[src/rtl/wallace_tree_reduction_if.sv]
// Operand/product bundle for the 5x5 Wallace tree multiplier.
// The master drives the operands A and B; the slave returns the registered product P.
interface wallace_tree_reduction_if;
    logic [4:0] A;
    logic [4:0] B;
    logic [9:0] P;

    modport master (output A, output B, input P);
    modport slave (input A, input B, output P);
endinterface

[src/rtl/wallace_tree_reduction.sv]
// 5x5 unsigned Wallace tree multiplier with a registered 10-bit product.
// Define WALLACE_PIPE_EN to register the two reduced rows ahead of the final ripple adder.
module wallace_tree_reduction (
    input  logic                     clk,
    input  logic                     rst_n,
    wallace_tree_reduction_if.slave  bus
);

    // Columns 0..8 hold partial-product bits; column 9 only ever gets the adder carry-out.
    typedef struct packed {
        logic [8:0][5:0] bits;
        logic [8:0][2:0] hgt;
    } tree_t;

    function automatic tree_t push_bit(input tree_t t, input logic [3:0] c, input logic b);
        tree_t r;
        r = t;
        r.bits[c][r.hgt[c]] = b;
        r.hgt[c] = r.hgt[c] + 3'd1;
        return r;
    endfunction

    // One Wallace stage: every column taller than two is cut into 3:2 groups, and a
    // leftover pair goes through a 2:2; shorter columns pass untouched.
    function automatic tree_t wallace_stage(input tree_t cur);
        tree_t      nxt;
        logic [2:0] h;
        logic [2:0] k;
        logic       x;
        logic       y;
        logic       z;
        nxt = '0;
        for (int c = 0; c < 9; c++) begin
            h = cur.hgt[4'(c)];
            k = 3'd0;
            if (h > 3'd2 && c < 8) begin
                for (int g = 0; g < 2; g++) begin
                    if (k + 3'd3 <= h) begin
                        x = cur.bits[4'(c)][k];
                        y = cur.bits[4'(c)][k + 3'd1];
                        z = cur.bits[4'(c)][k + 3'd2];
                        nxt = push_bit(nxt, 4'(c), x ^ y ^ z);
                        nxt = push_bit(nxt, 4'(c + 1), (x & y) | (x & z) | (y & z));
                        k = k + 3'd3;
                    end
                end
                if (h - k == 3'd2) begin
                    x = cur.bits[4'(c)][k];
                    y = cur.bits[4'(c)][k + 3'd1];
                    nxt = push_bit(nxt, 4'(c), x ^ y);
                    nxt = push_bit(nxt, 4'(c + 1), x & y);
                    k = k + 3'd2;
                end
            end
            for (int j = 0; j < 6; j++) begin
                if (3'(j) >= k && 3'(j) < h) begin
                    nxt = push_bit(nxt, 4'(c), cur.bits[4'(c)][3'(j)]);
                end
            end
        end
        return nxt;
    endfunction

    // Column heights go 5 -> 4 -> 3 -> 2 over the three stages; returns {row1, row0}.
    function automatic logic [17:0] reduce_rows(input logic [4:0] a, input logic [4:0] b);
        tree_t      t;
        logic [8:0] r0;
        logic [8:0] r1;
        t = '0;
        for (int i = 0; i < 5; i++) begin
            for (int j = 0; j < 5; j++) begin
                t = push_bit(t, 4'(i + j), a[3'(j)] & b[3'(i)]);
            end
        end
        for (int s = 0; s < 3; s++) begin
            t = wallace_stage(t);
        end
        r0 = '0;
        r1 = '0;
        for (int c = 0; c < 9; c++) begin
            if (t.hgt[4'(c)] > 3'd0) begin
                r0[4'(c)] = t.bits[4'(c)][0];
            end
            if (t.hgt[4'(c)] > 3'd1) begin
                r1[4'(c)] = t.bits[4'(c)][1];
            end
        end
        return {r1, r0};
    endfunction

    function automatic logic [9:0] ripple_add(input logic [8:0] x, input logic [8:0] y);
        logic [8:0] s;
        logic       carry;
        carry = 1'b0;
        for (int c = 0; c < 9; c++) begin
            s[4'(c)] = x[4'(c)] ^ y[4'(c)] ^ carry;
            carry    = (x[4'(c)] & y[4'(c)]) | (carry & (x[4'(c)] ^ y[4'(c)]));
        end
        return {carry, s};
    endfunction

    logic [8:0] row0_d;
    logic [8:0] row1_d;
    logic [9:0] sum_d;
    logic [9:0] p_q;

    assign {row1_d, row0_d} = reduce_rows(bus.A, bus.B);

`ifdef WALLACE_PIPE_EN
    logic [8:0] row0_q;
    logic [8:0] row1_q;

    always_ff @(posedge clk) begin
        if (!rst_n) begin
            row0_q <= '0;
            row1_q <= '0;
        end else begin
            row0_q <= row0_d;
            row1_q <= row1_d;
        end
    end

    assign sum_d = ripple_add(row0_q, row1_q);
`else
    assign sum_d = ripple_add(row0_d, row1_d);
`endif

    always_ff @(posedge clk) begin
        if (!rst_n) begin
            p_q <= '0;
        end else begin
            p_q <= sum_d;
        end
    end

    assign bus.P = p_q;

endmodule

[src/flat_wrapper.sv]
// flat-port wrapper written by rule: the top's interface ports become plain ports
module wallace_tree_reduction_flat 
  (clk, rst_n, bus_A, bus_B, bus_P);
  wallace_tree_reduction_if bus_i ();
  input  logic clk;
  input  logic rst_n;
  input wire logic [$bits(bus_i.A)-1:0] bus_A;
  input wire logic [$bits(bus_i.B)-1:0] bus_B;
  output wire logic [$bits(bus_i.P)-1:0] bus_P;
  assign bus_i.A = bus_A;
  assign bus_i.B = bus_B;
  assign bus_P = bus_i.P;
  wallace_tree_reduction u_core (.clk(clk), .rst_n(rst_n), .bus(bus_i));
endmodule
[config.mk]
export PLATFORM = sky130hd
export DESIGN_NAME = wallace_tree_reduction_flat
export DESIGN_NICKNAME = d
export VERILOG_FILES = /design/src/rtl/wallace_tree_reduction_if.sv /design/src/rtl/wallace_tree_reduction.sv /design/src/flat_wrapper.sv
export SDC_FILE = /design/constraint.sdc
export NUM_CORES = 1
export LEC_CHECK = 0
export CORE_AREA = 8 8 45 47
export CTS_BUF_LIST = sky130_fd_sc_hd__clkbuf_8
export CTS_CLUSTER_SIZE = 20
export DETAILED_ROUTE_END_ITERATION = 8
export DIE_AREA = 0 0 53 55
export GPL_TIMING_DRIVEN = 0
export PLACE_DENSITY_LB_ADDON = 0.25
export RECOVER_POWER = 25
export SKIP_LAST_GASP = 1
export SYNTH_ARGS = -nofsm -noshare
export SYNTH_HDL_FRONTEND = slang
export SYNTH_SLANG_ARGS = --single-unit
[constraint.sdc]
create_clock -name clk -period 7.35 [get_ports clk]
set_input_delay 1.8375 -clock clk [delete_from_list [all_inputs] [get_ports clk]]
set_output_delay 1.8375 -clock clk [all_outputs]
set_load 0.05 [all_outputs]
# After elaboration in Yosys (flattened, before gate mapping)
# Cells that the tools add are included.
dict set report word_totals {
  regBits 8
  input_bits 12
  output_inout_bits 10
  wordCells 79
}
dict set report classes {
  bitwise_logic 78
}
# cell count
set op_table {}
lappend op_table {{AND 1 bit} 43}
lappend op_table {{XOR 1 bit} 23}
lappend op_table {{bitwise OR 1 bit} 12}

# Longest topological paths before layout
dict set report depth {
  word_depth 14
  depth_mapped 11
}

# Worst setup path before layout
# Ideal clock, no wire load.
dict set report synth_timing {
  path_kind {input to register}
  startpoint {in bus_B[0]}
  endpoint {reg u_core.p_q[7], in the netlist u_core.bus.P[7]}
  setup_time_ns 0.115
  arrival_time_ns 4.491
  required_time_ns 7.235
  slack_ns 2.744
  path_stages 11
  path_buffers 0
  path_cell_list {and2_1 fa_1 inv_1 fa_1 inv_1 ha_1 fa_1 ha_1 fa_1 xor2_1 and2_1}
}
dict set report synth_via {
  elab_chain_len 14
  word_cells_on_any_way 43
}
# item line
set synth_rtl {}
lappend synth_rtl {{from (decl)} flat_wrapper.sv:8} ;# input wire logic [$bits(bus_i.B)-1:0] bus_B;
lappend synth_rtl {{AND 1 bit} wallace_tree_reduction.sv:72} ;# t = push_bit(t, 4'(i + j), a[3'(j)] & b[3'(i)]);
lappend synth_rtl {{AND 1 bit} wallace_tree_reduction.sv:43} ;# nxt = push_bit(nxt, 4'(c + 1), (x & y) | (x & z) | (y & z));
lappend synth_rtl {{bitwise OR 1 bit (2 in series)} wallace_tree_reduction.sv:43}
lappend synth_rtl {{AND 1 bit} wallace_tree_reduction.sv:43}
lappend synth_rtl {{bitwise OR 1 bit (2 in series)} wallace_tree_reduction.sv:43}
lappend synth_rtl {{XOR 1 bit} wallace_tree_reduction.sv:97} ;# carry = (x[4'(c)] & y[4'(c)]) | (carry & (x[4'(c)] ^ y[4'(c)]));
lappend synth_rtl {{AND 1 bit} wallace_tree_reduction.sv:97}
lappend synth_rtl {{bitwise OR 1 bit} wallace_tree_reduction.sv:97}
lappend synth_rtl {{AND 1 bit (2 in series)} wallace_tree_reduction.sv:97}
lappend synth_rtl {{bitwise OR 1 bit (*)} wallace_tree_reduction.sv:97}
lappend synth_rtl {{XOR 1 bit (*)} wallace_tree_reduction.sv:96} ;# s[4'(c)] = x[4'(c)] ^ y[4'(c)] ^ carry;
lappend synth_rtl {{to (signal assigned)} wallace_tree_reduction.sv:132} ;# p_q <= sum_d;
lappend synth_rtl {{to (decl)} wallace_tree_reduction.sv:105} ;# logic [9:0] p_q;
# Mark *: on every way between the ends. The rest lies on a longest branch, timed or not.
# A chain may end at the register's enable or synchronous reset.

# Final worst setup path
# Same ends and word-level chain as after synthesis.

==> results_dict.tcl <==
set metrics [dict create \
    critPathKind "in2reg" \
    maxSlewViolCount 0 \
    vias 421 \
    synth_top_family_by_area "adder cells" \
    grt_setup_unrepaired "false" \
    layout-drive-gt1-share_pct 6.25 \
    whs_ns 2.28 \
    critPathRequiredTime_ns 7.47 \
    yosys.cell_types.count 10 \
    max_slew_margin_pct 66.2 \
    nets 110 \
    die_height_um 55 \
    fp.dieW_um 53 \
    grt-ovfl-total 0 \
    worstMarginPinSlew_ns 0.505 \
    placed_cells 93 \
    p_leak_nw 0.432 \
    htreeDepth 1 \
    core_um2 1380 \
    critPathMaxFanout 4 \
    hpwlAfterDp_um 895 \
    dpl_cell_area_um2 803 \
    wirelength_um 1030 \
    post-cts-setup-buffers 0 \
    viasPerCell 4.39 \
    area_growth_pct 38.6 \
    hold_violations 0 \
    final-setup-viol-count 0 \
    synthMuxAreaShare_pct 0 \
    finalWorstSetupSlack_ns 2.30 \
    synth_top_cell_by_area "dfxtp_1" \
    ant_nets 0 \
    tns_ns 0 \
    rows 14 \
    post-route-min-period_ns 5.05 \
    grt_max_degree 9 \
    power_density_nw_per_um2 191 \
    cts_resized 0 \
    cts_tree "done" \
    fin_area_um2 845 \
    hold_start "bus_A[0]" \
    synth-xor-area-share_pct 1.44 \
    wl_per_cell_um 10.7 \
    seq_area_frac_synth_pct 26.3 \
    place_congestion 0.772 \
    period_share_pct 68.7 \
    clk_pin_slew_ns 0.04 \
    ys_ff_latch 8 \
    yosysWarnings 0 \
    start_kind "primary input" \
    track_usage_pct 8.11 \
    fill_cells 125 \
    synth_area_leaders "dfxtp_1 26%, fa_1 26%, and2_1 17%" \
    netlist_instances 59 \
    max_freq_ghz 0.198 \
    crit_arrival_ns 5.17 \
    outcome "complete, no violations" \
    irDropWorstVdd_v 0.0000626 \
    final_common_cell "and2_1" \
    yosys.area_share.simple_pct 21.6 \
    layout.cells.non_filler 96 \
    dieArea_um2 2920 \
    cts_hold_buf 0 \
    critPathCaptureType "flop" \
    clock-root-buffer "clkbuf_8" \
    antenna_found_initial 0 \
    cts_sinks 8 \
    dr.first_iter.drc_count 3 \
    dp_slack_ns 2.17 \
    portBuffers 17 \
    diodes 0 \
    min_path_type "in2reg" \
    hold_end "u_core.bus.P[0]" \
    synth-compound-area-share_pct 0 \
    firstDrtPassIters 2 \
    cts_buffer_depth 2 \
    largest_register_ff_count 8 \
    initial_utilization_pct 44.0 \
    avgSynthCellArea_um2 10.3 \
    drc_errors 0 \
    cap_violations 0 \
    layout_common_cells "17 x and2_1, 13 x clkdlybuf4s50_1" \
    num_io_pins 22 \
    yosys.area_share.adder_pct 42.7 \
    grt_pass1_wl_um 1650 \
    synth_top_area_share_pct 26.3 \
    grt_pass1_vias 440 \
    synth_area_um2 609 \
    whs_path_depth 2 \
    numCtsBuffers 3 \
]
-- logic make-up after synthesis --
family | count (synthesis)
flops | 8
xor+xnor | 1
buf+inv | 10
simple gates | 23
other cells | 1
fa+ha+maj | 16
-- final cells by class --
| type | instances | area, um2 | area share (%) |
|---|---|---|---|
| Timing Repair Buffer | 17 | 170 | 20.1 |
| Clock buffer | 3 | 41.3 | 4.89 |
| Sequential cell | 8 | 160 | 19.0 |
| Inverter | 8 | 30.0 | 3.56 |
| Multi-Input combinational cell | 42 | 408 | 48.3 |
| Buffer | 2 | 15.0 | 1.78 |
| Tap cell | 16 | 20.0 | 2.37 |
-- worst max-delay path, cell delays in order --
cell and delay (ns):
dlygate4sd3_1 0.58, and2_1 0.19, fa_1 0.53, inv_1 0.05, fa_1 0.49, inv_1 0.05, ha_1 0.20, fa_1 0.36
ha_1 0.20, fa_1 0.37, xor2_1 0.16, and2_1 0.15
-- Yosys cell counts --
cell type  instances
buf_4              2
and2_1            17
and3_1             1
ha_1               8
inv_1              8
xor2_1             1
conb_1             1
nand2_1            5
fa_1               8
dfxtp_1            8
-- power by group --
group | internal, mW | switching [mW]
clock | 0.0354 | 0.0168
sequential | 0.0488 | 0.00108
combinational | 0.0235 | 0.0359
total | 0.108 | 0.0539
-- through the flow --
step                total power, mW  util (%)
CTS                           0.165      61.0
global route                  0.171      61.0
global placement              0.109      58.0
floorplan                    0.0903         -
finish                        0.161      61.0
detailed placement            0.111      58.0
-- how the worst max path moves through the flow --
stage                        start              end  cells past startpoint
final                     bus_B[0]  u_core.bus.P[7]                     12
after global routing      bus_B[0]  u_core.bus.P[7]                     12
after CTS                 bus_B[0]  u_core.bus.P[7]                     12
after detailed placement  bus_B[0]  u_core.bus.P[7]                     12
after global placement    bus_B[0]  u_core.bus.P[7]                     12
after floorplan           bus_B[0]  u_core.bus.P[7]                     11
-- per-layer routing --
layer  routed length (um)  track usage, %  vias to the layer above
li1                     -               -                      215
met1                  384            6.71                      187
met2                  529            14.3                       14
met3                   60            1.87                        5
met4                   57            10.3                        0
met5                    0               0                        -
No activity file was read; power rests on OpenSTA's default activity.
==> RTL edit, RTL diff (same settings) <==
Add a define of `WALLACE_PIPE_EN`.
--- a/src/rtl/wallace_tree_reduction.sv
+++ b/src/rtl/wallace_tree_reduction.sv
@@ -1,5 +1,7 @@
 // 5x5 unsigned Wallace tree multiplier with a registered 10-bit product.
 // Define WALLACE_PIPE_EN to register the two reduced rows ahead of the final ripple adder.
+`define WALLACE_PIPE_EN
+
 module wallace_tree_reduction (
     input  logic                     clk,
     input  logic                     rst_n,
Check against the original RTL: not settled (the Yosys comparison gave no result); the edit may change what the design does.
==> RTL edit against the original RTL <==
- non-clock buffer count grew 1
- sequential share of layout area increased by 14 points
- wire length rose by 35%
- critical endpoint is now u_core.row0_q[5]$_SDFF_PN0_
- area after synthesis increased by 49%
- final area up 35%
- hold slack worse by 1.8 ns
- total power up 41%
- critical path type unchanged
- worst setup slack better by 1.4 ns
- sequential cell count is 11 higher
- via count increased by 35%
- combinational power fell by 26%
==> RTL edit: results (changes against the original RTL) <==
<table>
<tr><th>Metric</th><th>Value</th></tr>
<tr><th colspan="2">Finish</th></tr>
<tr><td>Share of layout cells above drive strength 1</td><td>0.05769 (was 0.06250)</td></tr>
<tr><td>Number of nets in the layout</td><td>133 (was 110)</td></tr>
<tr><th colspan="2">Placed design</th></tr>
<tr><td>Final weighted congestion of routability-driven global placement</td><td>0.7376 (was 0.7721)</td></tr>
<tr><td>Cell area after placement</td><td>1101 um^2 (was 803.3 um^2)</td></tr>
<tr><td>Total instance count after detailed placement</td><td>116 (was 93)</td></tr>
<tr><td>Worst slack at placement</td><td>3.412 ns (was 2.173 ns)</td></tr>
<tr><td>DP Wirelength</td><td>1168 um (was 895.2 um)</td></tr>
<tr><th colspan="2">GRT</th></tr>
<tr><td>Maximum number of pins on one net before global-route repair</td><td>12 (was 9)</td></tr>
<tr><td>All-layer global routing usage</td><td>0.1181 (was 0.08108)</td></tr>
<tr><td>Global-route wire length before repair</td><td>2601 um (was 1649 um)</td></tr>
<tr><th colspan="2">Power</th></tr>
<tr><td>Leakage power</td><td>0.5148 nW (was 0.4318 nW)</td></tr>
<tr><td>Worst vdd ir</td><td>0.0001058 V (was 0.00006255 V)</td></tr>
<tr><th colspan="2">Logic synthesis</th></tr>
<tr><td>Number of instances in the synthesized netlist</td><td>82 (was 59)</td></tr>
<tr><td>Register area share after synthesis</td><td>0.4193 (was 0.2628)</td></tr>
<tr><td>Leading cell types by count after synthesis</td><td>21 x and2_1, 19 x dfxtp_1, 10 x inv_1 (was 17 x and2_1, 8 x dfxtp_1, 8 x fa_1, 8 x ha_1, 8 x inv_1)</td></tr>
<tr><td>Distinct cells, synth</td><td>12 (was 10)</td></tr>
<tr><td>Main area contributors after synthesis</td><td>dfxtp_1 42%, fa_1 18%, and2_1 14% (was dfxtp_1 26%, fa_1 26%, and2_1 17%)</td></tr>
<tr><th colspan="2">Min path</th></tr>
<tr><td>Worst Hold Class</td><td>reg -&gt; reg (was in -&gt; reg)</td></tr>
<tr><td>Min-Delay Startpoint</td><td>u_core.row0_q[0]$_SDFF_PN0_ (was bus_A[0])</td></tr>
<tr><th colspan="2">Outcome</th></tr>
<tr><td>Result of the run</td><td>complete, no violations (unchanged)</td></tr>
<tr><th colspan="2">Detailed routing</th></tr>
<tr><td>Via count</td><td>570 (was 421)</td></tr>
<tr><td>Number of design-rule violations left by the first detailed-router iteration</td><td>4 (was 3)</td></tr>
<tr><td>Number of detailed-route iterations in the first pass</td><td>4 (was 2)</td></tr>
<tr><td>Via-per-instance ratio</td><td>4.750 (was 4.385)</td></tr>
<tr><th colspan="2">Timing</th></tr>
<tr><td>Worst slew margin relative to its limit</td><td>0.6664 (was 0.6624)</td></tr>
<tr><th colspan="2">Setup path</th></tr>
<tr><td>Crit path arrival time</td><td>3.82 ns (was 5.17 ns)</td></tr>
</table>
## RTL edit: cells by family (layout without fill, tap and decap cells)
kind of cell | after synthesis | in the layout | synth area share
simple gates | 32 | 32 | 0.2097
flops | 19 | 19 | 0.4193
fa+ha+maj | 16 | 16 | 0.2869
buf+inv | 13 | 34 | 0.07034
other cells | 1 | 2 | 0.004134
xor+xnor | 1 | 1 | 0.009657
## RTL edit: final cells by class
cell class | count | area (um^2)
fill | 94 | 244.0
sequential | 19 | 380.4
inverter | 10 | 37.54
clock buffer | 3 | 41.29
tap | 16 | 20.02
buffer | 3 | 18.77
timing repair buffer | 17 | 170.2
clock inverter | 1 | 5.005
multi-input combinational | 51 | 466.7
## RTL edit: worst max-delay path, cell delays in order
cell,delay (ns)
clkdlybuf4s50_1,0.45
and2_1,0.19
fa_1,0.45
fa_1,0.43
ha_1,0.30
and2_1,0.16
## RTL edit: stage by stage
| stage | hold slack (ns) | power (mW) | util |
|---|---|---|---|
| floorplan | 0.4119 | 0.1436 | - |
| global placement | 0.4160 | 0.1577 | 0.7957 |
| detailed placement | 0.4311 | 0.1600 | 0.7957 |
| CTS | 0.4481 | 0.2307 | 0.8291 |
| global route | 0.4798 | 0.2388 | 0.8237 |
| finish | 0.4426 | 0.2270 | 0.8237 |
## RTL edit: worst max path at each step
stage	start	to	slack (ns)	cells after the start
after floorplan	bus_B[0]	u_core.row0_q[5]$_SDFF_PN0_	3.96	5
after global placement	bus_B[0]	u_core.row0_q[5]$_SDFF_PN0_	3.42	6
after detailed placement	bus_B[0]	u_core.row0_q[5]$_SDFF_PN0_	3.41	6
after CTS	bus_B[0]	u_core.row0_q[5]$_SDFF_PN0_	3.68	6
after global routing	bus_B[0]	u_core.row0_q[5]$_SDFF_PN0_	3.59	6
final	bus_B[0]	u_core.row0_q[5]$_SDFF_PN0_	3.67	6
## RTL edit: report_power, final
| part | switching [mW] | internal, mW |
|---|---|---|
| clock network | 0.0326 | 0.0376 |
| logic | 0.0248 | 0.0192 |
| registers | 0.00240 | 0.110 |
## RTL edit: per-layer routing
| metal | part of all wire | track usage | routed length, um | vias up |
|---|---|---|---|---|
| met1 | 0.38 | 0.1187 | 532 | 264 |
| met3 | 0.070 | 0.02941 | 98 | 3 |
| met5 | 0 | 0 | 0 | - |
| met4 | 0.015 | 0.05172 | 21 | 0 |
| li1 | - | - | - | 284 |
| met2 | 0.53 | 0.2246 | 741 | 19 |
